<file path="config.mk">
export PLATFORM = sky130hd
export DESIGN_NAME = time_set_ctrl
export DESIGN_NICKNAME = d
export VERILOG_FILES = /design/src/rtl/clock_pkg.sv /design/src/rtl/btn_debounce.sv /design/src/rtl/time_set_ctrl.sv
export SDC_FILE = /design/constraint.sdc
export NUM_CORES = 1
export LEC_CHECK = 0
export CAP_MARGIN = 15
export CORE_MARGIN = 5
export CORE_UTILIZATION = 40
export CTS_CLUSTER_DIAMETER = 80
export DETAILED_ROUTE_END_ITERATION = 8
export HOLD_SLACK_MARGIN = 0.03
export PLACE_DENSITY = 0.56
export SLEW_MARGIN = 20
export SYNTH_ARGS = -nofsm -noshare
export SYNTH_HDL_FRONTEND = slang
export SYNTH_SLANG_ARGS = --single-unit
export TNS_END_PERCENT = 1
</file>
<file path="constraint.sdc">
create_clock -name clk -period 6.03 [get_ports clk]
set_input_delay 1.5075 -clock clk [delete_from_list [all_inputs] [get_ports clk]]
set_output_delay 1.5075 -clock clk [all_outputs]
set_load 0.05 [all_outputs]
</file>
<file path="src/rtl/clock_pkg.sv">
// Shared types and default timing constants for the clock datapath.
package clock_pkg;

   typedef enum logic [1:0] {
      RUN      = 2'd0,
      SET_HOUR = 2'd1,
      SET_MIN  = 2'd2,
      SET_SEC  = 2'd3
   } mode_e;

   localparam logic [15:0] DEF_DEBOUNCE_CYCLES = 16'd50000;
   localparam logic [23:0] DEF_REPEAT_DELAY    = 24'd5000000;
   localparam logic [23:0] DEF_REPEAT_PERIOD   = 24'd1000000;
   localparam logic [31:0] DEF_TIMEOUT_CYCLES  = 32'd500000000;
   localparam logic [23:0] DEF_BLINK_HALF      = 24'd12500000;

   function automatic mode_e next_mode(input mode_e m);
      case (m)
         RUN:      return SET_HOUR;
         SET_HOUR: return SET_MIN;
         SET_MIN:  return SET_SEC;
         default:  return RUN;
      endcase
   endfunction

endpackage

</file>
<file path="src/rtl/btn_debounce.sv">
// Two-flop synchroniser, stability-count debounce and rising-edge pulse
// for one raw pushbutton.
module btn_debounce
   import clock_pkg::*;
#(
   parameter logic [15:0] CYCLES = DEF_DEBOUNCE_CYCLES
) (
   input  logic clk,
   input  logic rst,
   input  logic btn_raw,
   output logic level,
   output logic rise
);

   logic        sync1_q, sync2_q;
   logic [15:0] cnt_q, cnt_d;
   logic        lvl_q, lvl_d;
   logic        out_q, out_d;
   logic        rise_q, rise_d;

   always_comb begin
      cnt_d = cnt_q;
      lvl_d = lvl_q;
      if (sync2_q == lvl_q) begin
         cnt_d = '0;
      end else if (cnt_q == CYCLES - 16'd1) begin
         lvl_d = sync2_q;
         cnt_d = '0;
      end else begin
         cnt_d = cnt_q + 16'd1;
      end
      out_d  = lvl_q;
      rise_d = lvl_q & ~out_q;
   end

   always_ff @(posedge clk or posedge rst) begin
      if (rst) begin
         sync1_q <= 1'b0;
         sync2_q <= 1'b0;
         cnt_q   <= '0;
         lvl_q   <= 1'b0;
         out_q   <= 1'b0;
         rise_q  <= 1'b0;
      end else begin
         sync1_q <= btn_raw;
         sync2_q <= sync1_q;
         cnt_q   <= cnt_d;
         lvl_q   <= lvl_d;
         out_q   <= out_d;
         rise_q  <= rise_d;
      end
   end

   assign level = out_q;
   assign rise  = rise_q;

endmodule

</file>
<file path="src/rtl/time_set_ctrl.sv">
// Front-panel setting controller: mode FSM, inc/dec with hold-to-repeat,
// idle timeout and blink for the field being edited.
module time_set_ctrl
   import clock_pkg::*;
#(
   parameter logic [15:0] DEBOUNCE_CYCLES = DEF_DEBOUNCE_CYCLES,
   parameter logic [23:0] REPEAT_DELAY    = DEF_REPEAT_DELAY,
   parameter logic [23:0] REPEAT_PERIOD   = DEF_REPEAT_PERIOD,
   parameter logic [31:0] TIMEOUT_CYCLES  = DEF_TIMEOUT_CYCLES,
   parameter logic [23:0] BLINK_HALF      = DEF_BLINK_HALF
) (
   input  logic clk,
   input  logic rst,
   input  logic btn_mode,
   input  logic btn_up,
   input  logic btn_down,
   output logic ctrl_set_hour,
   output logic ctrl_set_min,
   output logic ctrl_set_sec,
   output logic inc,
   output logic dec,
   output logic blink
);

   logic mode_lvl_unused, mode_p;
   logic up_l, up_p, dn_l, dn_p;

   btn_debounce #(.CYCLES(DEBOUNCE_CYCLES)) u_mode (
      .clk(clk), .rst(rst), .btn_raw(btn_mode),
      .level(mode_lvl_unused), .rise(mode_p)
   );
   btn_debounce #(.CYCLES(DEBOUNCE_CYCLES)) u_up (
      .clk(clk), .rst(rst), .btn_raw(btn_up),
      .level(up_l), .rise(up_p)
   );
   btn_debounce #(.CYCLES(DEBOUNCE_CYCLES)) u_down (
      .clk(clk), .rst(rst), .btn_raw(btn_down),
      .level(dn_l), .rise(dn_p)
   );

   mode_e       state_q, state_d;
   logic [23:0] rpt_cnt_q, rpt_cnt_d;
   logic        rpt_act_q, rpt_act_d;
   logic        rpt_first_q, rpt_first_d;
   logic [31:0] to_cnt_q, to_cnt_d;
   logic [23:0] blk_cnt_q, blk_cnt_d;
   logic        blink_q, blink_d;
   logic        hour_q, hour_d, min_q, min_d, sec_q, sec_d;
   logic        inc_q, inc_d, dec_q, dec_d;

   logic        in_set, chg, live, rpt_hit, fire;
   logic        single_up, single_dn;
   logic [23:0] rpt_lim;

   always_comb begin
      in_set = (state_q != RUN);
      state_d = state_q;
      if (mode_p)
         state_d = next_mode(state_q);
      else if (in_set && to_cnt_q == TIMEOUT_CYCLES - 32'd1)
         state_d = RUN;
      chg = (state_d != state_q);

      // Mode wins over a coincident up/down press; two held buttons cancel.
      single_up = up_l & ~dn_l;
      single_dn = dn_l & ~up_l;
      live      = in_set & ~chg & (single_up | single_dn);
      rpt_lim   = rpt_first_q ? REPEAT_DELAY : REPEAT_PERIOD;
      rpt_hit   = rpt_act_q & (rpt_cnt_q == rpt_lim - 24'd1);
      fire      = live & (up_p | dn_p | rpt_hit);
      inc_d     = fire & single_up;
      dec_d     = fire & single_dn;

      rpt_cnt_d   = rpt_cnt_q;
      rpt_act_d   = rpt_act_q;
      rpt_first_d = rpt_first_q;
      if (!live) begin
         rpt_cnt_d   = '0;
         rpt_act_d   = 1'b0;
         rpt_first_d = 1'b1;
      end else if (up_p | dn_p) begin
         rpt_cnt_d   = '0;
         rpt_act_d   = 1'b1;
         rpt_first_d = 1'b1;
      end else if (rpt_hit) begin
         rpt_cnt_d   = '0;
         rpt_first_d = 1'b0;
      end else if (rpt_act_q) begin
         rpt_cnt_d = rpt_cnt_q + 24'd1;
      end

      if (chg | mode_p | up_p | dn_p | ~in_set)
         to_cnt_d = '0;
      else
         to_cnt_d = to_cnt_q + 32'd1;

      blk_cnt_d = blk_cnt_q + 24'd1;
      blink_d   = blink_q;
      if (chg | ~in_set) begin
         blk_cnt_d = '0;
         blink_d   = 1'b0;
      end else if (blk_cnt_q == BLINK_HALF - 24'd1) begin
         blk_cnt_d = '0;
         blink_d   = ~blink_q;
      end

      hour_d = (state_d == SET_HOUR);
      min_d  = (state_d == SET_MIN);
      sec_d  = (state_d == SET_SEC);
   end

   always_ff @(posedge clk or posedge rst) begin
      if (rst) begin
         state_q     <= RUN;
         rpt_cnt_q   <= '0;
         rpt_act_q   <= 1'b0;
         rpt_first_q <= 1'b1;
         to_cnt_q    <= '0;
         blk_cnt_q   <= '0;
         blink_q     <= 1'b0;
         hour_q      <= 1'b0;
         min_q       <= 1'b0;
         sec_q       <= 1'b0;
         inc_q       <= 1'b0;
         dec_q       <= 1'b0;
      end else begin
         state_q     <= state_d;
         rpt_cnt_q   <= rpt_cnt_d;
         rpt_act_q   <= rpt_act_d;
         rpt_first_q <= rpt_first_d;
         to_cnt_q    <= to_cnt_d;
         blk_cnt_q   <= blk_cnt_d;
         blink_q     <= blink_d;
         hour_q      <= hour_d;
         min_q       <= min_d;
         sec_q       <= sec_d;
         inc_q       <= inc_d;
         dec_q       <= dec_d;
      end
   end

   assign ctrl_set_hour = hour_q;
   assign ctrl_set_min  = min_q;
   assign ctrl_set_sec  = sec_q;
   assign inc           = inc_q;
   assign dec           = dec_q;
   assign blink         = blink_q;

endmodule

</file>
* Word-level counts from Yosys, hierarchy flattened
Cells that the tools add are included.
Storage, ports and cells: register bits 153, bits of input ports 5, output and inout port bits 6, logic and storage cells 114
Cells by class: add/subtract/negate cells 7, eq/ne operators 18, mux-type cells 24, bitwise operators 28, reductions and logical operators 7
Operator list (count):
- $mux W24 | 6
- $mux W16 | 6
- $add A16 B1 Y16 const B | 3
- $add A24 B1 Y24 const B | 2
- $eq A16 B16 Y1 const B | 3
- $add A32 B1 Y32 const B | 1
- $eq A32 B29 Y1 const B | 1
- $mux W32 | 1
- $eq A24 B24 Y1 | 1
- $eq A24 B24 Y1 const B | 1
- $sub A23 B1 Y24 const B | 1
- $mux W23 | 1
- $and A1 B1 Y1 | 11
- $not A1 Y1 | 9
- $or A1 B1 Y1 | 8
- $mux W1 | 7
- $eq A2 B2 Y1 const B | 3
- $pmux W2 S3 | 1
- $reduce_and A2 Y1 | 3
- $eq A2 B1 Y1 const B | 2
- $mux W2 | 2
- $ne A4 B2 Y1 const B | 1
- $reduce_bool A2 Y1 | 2
- $eq A1 B1 Y1 | 3
- other kinds (5) | 5

* Depth between registers and ports, before layout
word-level depth 10, mapped depth 8, gate-level depth less buffers 7

* Modules after synthesis
From an unflattened synthesis, not the netlist that was laid out.
Unflattened totals: cells, all modules 772, area total of the unflattened synthesis 7876.3 um2
By module, submodules not included:
- time_set_ctrl | times used 1, cells each 502, area each 4760.8 um2, seq. area each 2253.4 um2
- btn_debounce | times used 3, cells each 90, area each 1038.5 um2, seq. area each 525.5 um2

* Worst setup path before layout
Ideal clock, no wire load.
path type register -> register, start register rpt_cnt_q[12], end register rpt_cnt_q[9], setup time 0.138 ns, arrival 2.103 ns, required time 5.892 ns, slack 3.789 ns, cell stages (with the launch flop) 8, path buffers 2, clock period less this slack 2.241 ns, cells stage by stage dfrtp_1 > buf_6 > or4_1 > or4_1 > a2111o_1 > clkbuf_1 > a21oi_1 > a211oi_1
Between the ends: longest elaborated chain between the ends 5, elaborated cells between the ends (all ways) 6, those cells by class eq/ne (2); mux (3); bitwise (1)
Ends and longest elaborated chain:
- from (decl) | RTL line time_set_ctrl.sv:42 | logic [23:0] rpt_cnt_q, rpt_cnt_d;
- from (signal assigned) | RTL line time_set_ctrl.sv:128 | rpt_cnt_q <= rpt_cnt_d;
- $eq A24 B24 Y1 (*) | RTL line time_set_ctrl.sv:69 | rpt_hit = rpt_act_q & (rpt_cnt_q == rpt_lim - 24'd1);
- $and A1 B1 Y1 (*) | RTL line time_set_ctrl.sv:69
- $mux W24 | RTL line time_set_ctrl.sv:85 | end else if (rpt_hit) begin
- $mux W24 | RTL line time_set_ctrl.sv:81 | end else if (up_p | dn_p) begin
- $mux W24 | RTL line time_set_ctrl.sv:77 | if (!live) begin
Every way passes the cells marked *; elsewhere a longest branch is shown, timed or not. A chain may end at the register's enable or synchronous reset.

* Worst setup path after layout
start register blink_q, in the netlist blink, end output blink
RTL lines:
- from (decl) | RTL line time_set_ctrl.sv:47 | logic blink_q, blink_d;
- from (signal assigned) | RTL line time_set_ctrl.sv:133 | blink_q <= blink_d;
- to (decl) | RTL line time_set_ctrl.sv:22 | output logic blink
No word-level cell between the ends.

==> impl_metrics.ini <==
[status]
status = finished clean

[cells_and_area]
synthToLayoutAreaGrowth_pct = 12.9
finish.instance_area_um2 = 8330
finalNonFillerCells = 998
drive_above_1_share_pct = 6.24
design.final.nets = 771
antennaDiodeCount = 0

[clock_tree]
cts-buffers-inserted = 17
cts-root-to-sink-buffers = 2
cts_sinks = 153
clock-root-buffer = clkbuf_16
holdBufCountCts = 0
post_cts_buffers = 0
cts.repair.resized = 0
worst_setup_hold_path_clk_slew_ns = 0.06
clk_latency_ns = 0.42
cts_tree = done
depth_of_the_cts_h_tree = 4

[floorplan]
die_ar_um2 = 21300
io_pins = 11
coreArea_um2 = 18100
core.rowCount = 49
initial_standard_cell_utilization_of_the_core_pct = 40.8
die_height_um = 146
die_w_um = 146

[sta]
timing.final.ws_setup_ns = 2.94
aggregate_negative_setup_slack_ns = 0
timing_max_transition_violations_final = 0
finalHoldViolations = 0
setup_repair_after_global_routing_missed_its_margin = no
skew_final_ns = 0.00962
post-route-period-util_pct = 51.3
max_slew.worst_pin.slew_ns = 1.05
final.min_clock_period_ns = 3.09
setup-violations-final = 0
slew_headroom_pct = 29.6
clock.fmax_mhz = 323

[global_routing]
first_global_vias = 5351
maximum_number_of_pins_on_one_net_before_global_route_repair = 80
globalRoute.totalOverflow = 0
initial_antenna_violation_count = 0
global_route.usage.total_pct = 14.2
grt_pass1_wl_um = 25400

[critical_path]
path_max_fanout = 2
timing.critical_path.arrival_ns = 1.59
r2r_start = rpt_cnt_q[12]
worstPathRequired_ns = 4.52
end_kind = output port
startpoint_kind_of_the_worst_setup_timing_path = register
path_class = register to output port
critical-path-top-delay-family = buffers and inverters
timing.critical_path.from = blink
critical-path-max-stage-delay_ns = 0.81
worst_r2r_endpoint = dec
crit_buf_inv = 1
reg2reg_setup_slack_ns = 3.36
ff2ff_path_depth = 5
cp_cell_sequence = clkdlybuf4s50_1
worstSetupPathDepth = 1
critPathSlowestCell = clkdlybuf4s50_1

[logic_synthesis]
netlist_top_cells_count = 152 x dfrtp_1, 120 x nor2_1, 59 x nand3_1
synth_warnings = 0
synth_area_per_cell_um2 = 9.80
synth_area_leader_cell = dfrtp_1
synth_async_reset_ratio_pct = 100
synth_cells = 753
post-synth-top-count-cell = dfrtp_1
synth_edf_count = 0
post_synth_main_area_contributors = dfrtp_1 52%, xor2_1 6.8%, xnor2_1 6.2%
synthesis.nets = 768
yosysTopAreaCellShare_pct = 51.5
synth-seq-area-share_pct = 51.9
ys_ff_latch = 153
post_synth_num_cell_types = 44
synth_flop_cell = dfrtp_1
post_synth_instance_area_um2 = 7380

[worst_hold_path]
worst_hold_path.num_cells = 0
hold_startpoint = u_mode.sync1_q
hold-path-endpoint = u_mode.sync2_q
worst_hold_path_type = register to register

[route]
drtPass1Iterations = 4
drc = 0
wl_per_cell_um = 14.4
overall_via_count_from_detail_route = 5355
drt_first_iter_violations = 251
drtAntennaViolNets = 0
via_per_inst = 5.37
drt-total-wl_um = 14400

[place]
detailedPlacementHpwl_um = 9420
place_worst_setup_slack_ns = 2.82
place_inst = 966
port_buffers = 10
place_congestion = 0.772
area_after_dpl_um2 = 7700

[power]
power_per_cell_area_nw_per_um2 = 262
power_report.internal_total_mw = 1.76
logic_pwr_share_pct = 1.7
power_switching_mw = 0.429
power.clock.fraction_pct = 50.8
cellLeakagePower_nw = 3.42
power_frac_seq_pct = 47.5
vdd_drop_max_mv = 0.201
switching_share_pct = 19.7
design_power_total_mw = 2.18

[flow_run]
timing.max_cap.violations = 0
==> layout by cell type (no fill, tap or decap), drive strengths merged, types with 3 or more instances in the layout <==
cell / instances
a311oi: 5
and2: 4
nor4b: 10
or3b: 3
nor2: 120
clkbuf: 24
o21ai: 3
inv: 15
nand4: 37
a31oi: 7
mux2: 3
and3: 31
xnor2: 52
o211ai: 3
buf: 7
nor3: 43
nand2: 48
nor2b: 7
clkdlybuf4s50: 10
clkinv: 3
dfrtp: 152
nand2b: 4
bufinv: 4
nor4: 6
and4: 14
xor2: 57
a21oi: 8
nand3: 59
ha: 10
==> through the flow <==
stage,hold slack [ns],utilization (%)
5_1_grt,0.366,46.1
6_report,0.350,46.1
3_3_place_gp,0.333,42.6
4_1_cts,0.349,46.0
3_5_place_dp,0.336,42.6
2_1_floorplan,0.331,-
==> kinds of logic after synthesis <==
logic type | synth area share [%]
compound gates | 3.24
buf+inv | 2.58
fa+ha+maj | 1.70
simple gates | 27.2
flops | 51.9
mux | 0.458
xor+xnor | 12.9
==> metal layers <==
metal | vias to the layer above | share of wire (%) | GRT usage (%) | routed length, µm
li1 | 2618 | - | - | -
met1 | 2652 | 49 | 19.1 | 6990
met2 | 71 | 47 | 22.4 | 6820
met3 | 14 | 3.0 | 3.89 | 436
met4 | 0 | 1.1 | 4.61 | 161
met5 | - | 0 | 0 | 0
==> sequential cells by signal, indices dropped and copies added (netlist names), 2 cells and up <==
register / count
state_q: 2
rpt_cnt_q: 24
blk_cnt_q: 24
u_up.cnt_q: 16
u_down.cnt_q: 16
u_mode.cnt_q: 16
to_cnt_q: 32
==> how the worst max path moves through the flow <==
stage,end,slack [ns]
after global placement,rpt_cnt_q[14],2.88
after global routing,blink,2.87
after CTS,blink,2.91
after floorplan,blink,0.40
final,blink,2.94
after detailed placement,rpt_cnt_q[10],2.82
==> power by group through the flow <==
stage	combinational, mW	clock [mW]	sequential, mW
5_1_grt	0.0434	1.19	1.04
2_1_floorplan	0.0257	0	1.06
6_report	0.0364	1.11	1.04
3_5_place_dp	0.0388	0	1.06
4_1_cts	0.0388	1.14	1.04
3_3_place_gp	0.0372	0	1.06
==> final cells by class <==
| cell class | count | area, µm² |
|---|---|---|
| Clock inverter | 8 | 143 |
| Multi-Input combinational cell | 552 | 3390 |
| Inverter | 15 | 61.3 |
| Tap cell | 229 | 287 |
| Timing Repair Buffer | 17 | 153 |
| Fill cell | 1661 | 9750 |
| Sequential cell | 153 | 3830 |
| Clock buffer | 24 | 472 |
Power figures use the tool's default switching activity.
